File: config.mk
export PLATFORM = sky130hd
export DESIGN_NAME = alu_issuer
export DESIGN_NICKNAME = d
export VERILOG_FILES = /design/src/rtl/alu_issuer.sv
export SDC_FILE = /design/constraint.sdc
export NUM_CORES = 1
export LEC_CHECK = 0
export ABC_CLOCK_PERIOD_IN_PS = 3800
export BUFFER_PORTS_ARGS = -buffer_cell sky130_fd_sc_hd__buf_2
export CAP_MARGIN = 20
export CORE_ASPECT_RATIO = 1.5
export CORE_MARGIN = 4
export CORE_UTILIZATION = 23
export CTS_CLUSTER_DIAMETER = 150
export DETAILED_ROUTE_END_ITERATION = 12
export GPL_TIMING_DRIVEN = 1
export SETUP_SLACK_MARGIN = 0.3
export SYNTH_ARGS = -nofsm -noshare
export SYNTH_HDL_FRONTEND = slang
export SYNTH_SLANG_ARGS = --single-unit
export TNS_END_PERCENT = 1
File: constraint.sdc
create_clock -name clk -period 3.8 [get_ports clk]
set_input_delay 0 -clock clk [delete_from_list [all_inputs] [get_ports clk]]
set_output_delay 0 -clock clk [all_outputs]
set_load 0.01 [all_outputs]
File: src/rtl/alu_issuer.sv
// -----------------------------------------------------------------------------
// alu_issuer
//
// Command-side initiator for the 7-op ALU. Accepts one operation at a time on
// a valid/ready command channel, drives the ALU opcode/operand inputs and holds
// them stable for LAT cycles. It then captures the ALU result and zero flag and
// returns them on a valid/ready response channel.
//
// Parameters
//   WIDTH : operand/result width
//   LAT   : ALU cycles from a stable opcode/operand set to a settled result
//
// Ports
//   clk, rst                    : clock (rising edge), async active-high reset
//   cmd_valid/cmd_ready         : command handshake
//   cmd_op, cmd_a, cmd_b        : opcode and operands
//   alu_op, alu_a, alu_b        : registered drive into the ALU
//   alu_result, alu_zero        : ALU outputs
//   rsp_valid/rsp_ready         : response handshake
//   rsp_result, rsp_zero        : captured ALU outputs
//   rsp_err                     : opcode was not a legal ALU opcode
//   rsp_mismatch                : captured values disagree with internal model
//
// Build option
//   ALU_ISSUER_CHECK_EN : when defined, an internal reference model checks the
//                         captured result; otherwise rsp_mismatch is tied to 0.
// -----------------------------------------------------------------------------
module alu_issuer #(
  parameter int WIDTH = 32,
  parameter int LAT   = 2
) (
  input  logic             clk,
  input  logic             rst,
  input  logic             cmd_valid,
  output logic             cmd_ready,
  input  logic [3:0]       cmd_op,
  input  logic [WIDTH-1:0] cmd_a,
  input  logic [WIDTH-1:0] cmd_b,
  output logic [3:0]       alu_op,
  output logic [WIDTH-1:0] alu_a,
  output logic [WIDTH-1:0] alu_b,
  input  logic [WIDTH-1:0] alu_result,
  input  logic             alu_zero,
  output logic             rsp_valid,
  input  logic             rsp_ready,
  output logic [WIDTH-1:0] rsp_result,
  output logic             rsp_zero,
  output logic             rsp_err,
  output logic             rsp_mismatch
);

  localparam int             CW    = $clog2(LAT + 1) + 1;
  localparam logic [CW-1:0]  LAT_C = CW'(LAT);

  localparam logic [3:0] OP_ADD = 4'b0000;
  localparam logic [3:0] OP_SUB = 4'b0010;
  localparam logic [3:0] OP_AND = 4'b0100;
  localparam logic [3:0] OP_OR  = 4'b0101;
  localparam logic [3:0] OP_XOR = 4'b0110;
  localparam logic [3:0] OP_NOR = 4'b0111;
  localparam logic [3:0] OP_SLT = 4'b1010;

  typedef enum logic [1:0] {
    IDLE = 2'd0,
    WAIT = 2'd1,
    RESP = 2'd2
  } state_t;

  state_t           state_q, state_d;
  logic [CW-1:0]    cnt_q, cnt_d;
  logic [3:0]       alu_op_q, alu_op_d;
  logic [WIDTH-1:0] alu_a_q, alu_a_d;
  logic [WIDTH-1:0] alu_b_q, alu_b_d;
  logic [WIDTH-1:0] rsp_result_q, rsp_result_d;
  logic             rsp_zero_q, rsp_zero_d;
  logic             rsp_err_q, rsp_err_d;
  logic             capture;

  function automatic logic op_legal(input logic [3:0] op);
    case (op)
      OP_ADD, OP_SUB, OP_AND, OP_OR, OP_XOR, OP_NOR, OP_SLT: op_legal = 1'b1;
      default:                                               op_legal = 1'b0;
    endcase
  endfunction

  // Async reset holds state at IDLE, so gate with rst to keep the channel
  // closed while reset is asserted.
  assign cmd_ready  = (state_q == IDLE) && !rst;
  assign rsp_valid  = (state_q == RESP);
  assign alu_op     = alu_op_q;
  assign alu_a      = alu_a_q;
  assign alu_b      = alu_b_q;
  assign rsp_result = rsp_result_q;
  assign rsp_zero   = rsp_zero_q;
  assign rsp_err    = rsp_err_q;

  // The ALU result is settled once the counter has reached LAT.
  assign capture = (state_q == WAIT) && (cnt_q == LAT_C);

  always_comb begin
    state_d      = state_q;
    cnt_d        = cnt_q;
    alu_op_d     = alu_op_q;
    alu_a_d      = alu_a_q;
    alu_b_d      = alu_b_q;
    rsp_result_d = rsp_result_q;
    rsp_zero_d   = rsp_zero_q;
    rsp_err_d    = rsp_err_q;
    case (state_q)
      IDLE: begin
        if (cmd_valid && cmd_ready) begin
          alu_op_d  = cmd_op;
          alu_a_d   = cmd_a;
          alu_b_d   = cmd_b;
          rsp_err_d = !op_legal(cmd_op);
          cnt_d     = '0;
          state_d   = WAIT;
        end
      end
      WAIT: begin
        if (capture) begin
          rsp_result_d = alu_result;
          rsp_zero_d   = alu_zero;
          state_d      = RESP;
        end else begin
          cnt_d = cnt_q + 1'b1;
        end
      end
      RESP: begin
        if (rsp_ready) begin
          state_d = IDLE;
        end
      end
      default: state_d = IDLE;
    endcase
  end

  always_ff @(posedge clk or posedge rst) begin
    if (rst) begin
      state_q      <= IDLE;
      cnt_q        <= '0;
      alu_op_q     <= '0;
      alu_a_q      <= '0;
      alu_b_q      <= '0;
      rsp_result_q <= '0;
      rsp_zero_q   <= 1'b0;
      rsp_err_q    <= 1'b0;
    end else begin
      state_q      <= state_d;
      cnt_q        <= cnt_d;
      alu_op_q     <= alu_op_d;
      alu_a_q      <= alu_a_d;
      alu_b_q      <= alu_b_d;
      rsp_result_q <= rsp_result_d;
      rsp_zero_q   <= rsp_zero_d;
      rsp_err_q    <= rsp_err_d;
    end
  end

`ifdef ALU_ISSUER_CHECK_EN
  // Reference model evaluated on the registered operands, which stay stable
  // from acceptance through capture. Illegal opcodes expect 0.
  logic [WIDTH-1:0] exp_result;
  logic             rsp_mismatch_q, rsp_mismatch_d;

  always_comb begin
    exp_result = '0;
    case (alu_op_q)
      OP_ADD: exp_result = alu_a_q + alu_b_q;
      OP_SUB: exp_result = alu_a_q - alu_b_q;
      OP_AND: exp_result = alu_a_q & alu_b_q;
      OP_OR:  exp_result = alu_a_q | alu_b_q;
      OP_XOR: exp_result = alu_a_q ^ alu_b_q;
      OP_NOR: exp_result = ~(alu_a_q | alu_b_q);
      OP_SLT: exp_result = {{(WIDTH-1){1'b0}}, ($signed(alu_a_q) < $signed(alu_b_q))};
      default: exp_result = '0;
    endcase
  end

  always_comb begin
    rsp_mismatch_d = rsp_mismatch_q;
    if (capture) begin
      rsp_mismatch_d = (alu_result != exp_result) ||
                       (alu_zero != (exp_result == '0));
    end
  end

  always_ff @(posedge clk or posedge rst) begin
    if (rst) begin
      rsp_mismatch_q <= 1'b0;
    end else begin
      rsp_mismatch_q <= rsp_mismatch_d;
    end
  end

  assign rsp_mismatch = rsp_mismatch_q;
`else
  assign rsp_mismatch = 1'b0;
`endif

endmodule

==> impl_metrics.tcl <==
set metrics [dict create \
    status "completed" \
    hold_viol 0 \
    grt_pass1_vias 3717 \
    drt_iter0_markers 54 \
    dieArea_sq_um 20510 \
    setup_tns_ps 0 \
    synth_top_area_share_pct 63.82 \
    crit_fanout 21 \
    ys_seq_elements 107 \
    synthTopCellsByArea "dfrtp_1 64%, mux2_2 25%, buf_12 2.9%" \
    synth.distinct_cells 25 \
    synth_largest_area_cell "dfrtp_1" \
    drt-pass1-iter-count 3 \
    cts_max_path_buffers 2 \
    antenna_cells 0 \
    wl_per_cell_microns 14.55 \
    die_x_microns 118.3 \
    fin_crit_sh_pct 60.16 \
    synth_cells 248 \
    relSlewSlack_pct 54.00 \
    rsz0062_at_grt "false" \
    fin_skew_ps 7.710 \
    hp-class "in -> reg" \
    start_kind "register" \
    insertion_delay_ps 350 \
    io_buffer_count 208 \
    clockRootBuffer "clkbuf_16" \
    cts_sinks 107 \
    crit_type "reg -> reg" \
    ant_nets 0 \
    grt_overflow 0 \
    slew_violations 0 \
    path_buf_inv 2 \
    ir_drop_mv 0.2732 \
    fillCellCount 1675 \
    synthesis.area_sq_um 4195 \
    drive_above_1_share_pct 56.97 \
    die_h_microns 173.4 \
    max-cap-violations 0 \
    nNetsFinal 669 \
    viasPerCell 4.112 \
    cts.clk_slew.worst_paths_ps 70 \
    antenna_found_initial 0 \
    cts_tree "yes" \
    vias 3224 \
    worst_hold_slack_ps 82.21 \
    cp.required_ps 4030 \
    endpoint_kind "register" \
    place.gp.congestion 0.7082 \
    crit_path_cell_trace "inv_1 > ha_1 > nand2b_4 > nor3b_4 > buf_4 > mux2_2" \
    drc 0 \
    area_growth_syn_to_layout_pct 59.59 \
    post-dp-hpwl_microns 7463 \
    mappedNetlistNets 355 \
    cts_max_level 3 \
    ys_seq_area_share_pct 63.82 \
    grt_max_degree 84 \
    start_util_pct 23.38 \
    wl_microns 11410 \
    path_delay_family "simple AND/OR/NAND/NOR gates" \
    fmax_mhz 437.4 \
    fin_crit_ps 2286 \
    p_leak_nw 3.183 \
    yosysWarnings 0 \
    core.rowCount 60 \
    grt_usage_pct 11.51 \
    slowest_delay_ps 580 \
    cp_slowest_cell "nor3b_4" \
    tightest_slew_ps 687.1 \
    ios 210 \
    crit_arrival_ps 2520 \
    synth_area_per_cell_sq_um 16.92 \
    pwr_density_cell_nw_per_um2 718.8 \
    grt_pass1_wl_microns 18830 \
    numCtsBuffers 9 \
    core-area_sq_um 17940 \
    setup_viol 0 \
]
## logic make-up after synthesis
group                    count (synthesis)  synth area share (%)
AND/OR/NAND/NOR                         12                 2.207
adder cells (fa/ha/maj)                  2                0.5964
AO/OA/AOI/OAI                            8                 1.253
flip-flops                             107                 63.82
multiplexers                           101                 27.11
buffers and inverters                   17                 4.921
other                                    1               0.08939
## per-stage QoR
stage / total power [mW] / setup slack [ps] / area (sq um) / utilization, % / std cells
floorplan: 3.117 / 982.8 / 4195 / - / 248
global placement: 3.817 / 1594 / 5366 / 29.91 / 664
detailed placement: 3.896 / 1473 / 5366 / 29.91 / 664
CTS: 4.878 / 1471 / 6668 / 37.16 / 783
global route: 5.151 / 1372 / 6695 / 37.32 / 784
finish: 4.812 / 1514 / 6695 / 37.32 / 784
## per-layer routing
| metal | track usage (%) | vias up | routed length, microns |
|---|---|---|---|
| li1 | - | 1492 | - |
| met1 | 11.17 | 1577 | 3931 |
| met2 | 21.81 | 125 | 6414 |
| met3 | 2.383 | 30 | 605 |
| met4 | 7.188 | 0 | 457 |
| met5 | 0 | - | 0 |
## sequential cells by signal (all words and copies together) (netlist names)
signal,flops
alu_a,32
alu_b,32
alu_op,4
cnt_q,3
rsp_err,1
rsp_result,32
rsp_zero,1
state_q,2
## layout make-up
cell class              count  area (sq um)  area share (%)
clock buffers              11         232.7           3.476
clock inverters             5         37.54          0.5606
inverters                   5         21.27          0.3177
multi-input cells         124          1320           19.72
flip-flops and latches    107          2678           39.99
well taps                 217         271.5           4.055
repair buffers            315          2135           31.88
## tightest hold or removal path: cells and delay by family
kind / cells / cell delay (ps)
simple gates: 1 / 170
buf+inv: 1 / 100
compound gates: 1 / 120
## synth_stat cells
library cell  number
nor2_1             2
nand2_1            1
nand2b_1           1
dfrtp_1          107
nor4b_2            1
nand2b_4           1
buf_8              1
a31oi_1            1
nand3_1            2
a21o_1             2
nor2b_1            2
buf_4              1
buf_12             6
inv_1              5
nor3_1             1
conb_1             1
buf_6              4
ha_1               2
o22ai_1            1
o21ai_0            2
a21oi_1            1
nor3b_4            1
mux2_1             9
a21bo_2            1
mux2_2            92
## final timing paths
kind | startpoint | endpoint | slack, ps | cells after the start
hold reg to reg | alu_b[18] | alu_b[18] | 480 | 1
min in group asynchronous | rst | cnt_q[1] | 170 | 3
setup reg to reg | cnt_q[0] | rsp_result[30] | 1510 | 6
max in group asynchronous | rst | alu_a[27] | 3010 | 4
hold / removal | cmd_valid | cnt_q[2] | 80 | 3
setup / recovery | cnt_q[0] | rsp_result[30] | 1510 | 6
## layout by cell type, fill, tap and decap left out
cell type,n
a21bo_2,1
a21o_1,2
a21oi_1,1
a31oi_1,1
buf_12,1
buf_16,1
buf_2,208
buf_4,2
clkbuf_1,2
clkbuf_16,9
clkinv_2,1
clkinv_4,1
clkinvlp_4,2
conb_1,1
dfrtp_1,107
dlygate4sd3_1,103
ha_1,2
inv_1,4
inv_4,1
inv_6,1
mux2_1,9
mux2_2,92
nand2_1,1
nand2b_1,1
nand2b_4,1
nand3_1,2
nor2_1,2
nor2b_1,2
nor3_1,1
nor3b_4,1
nor4b_4,1
o21ai_0,2
o22ai_1,1
## power by group
part / leakage [nW] / internal, mW / switching [mW] / total [mW]
Combinational: 1.78 / 1.03 / 0.887 / 1.92
Sequential: 1.27 / 1.72 / 0.303 / 2.02
Clock: 0.126 / 0.448 / 0.424 / 0.872
Total: 3.18 / 3.20 / 1.61 / 4.81
## what timing repair did
item,in CTS,in global routing
resized for setup,0,0
hold buffers,103,0
hold endpoints to repair,174,0
setup buffers,0,0
(Power assumes the default switching activity.)
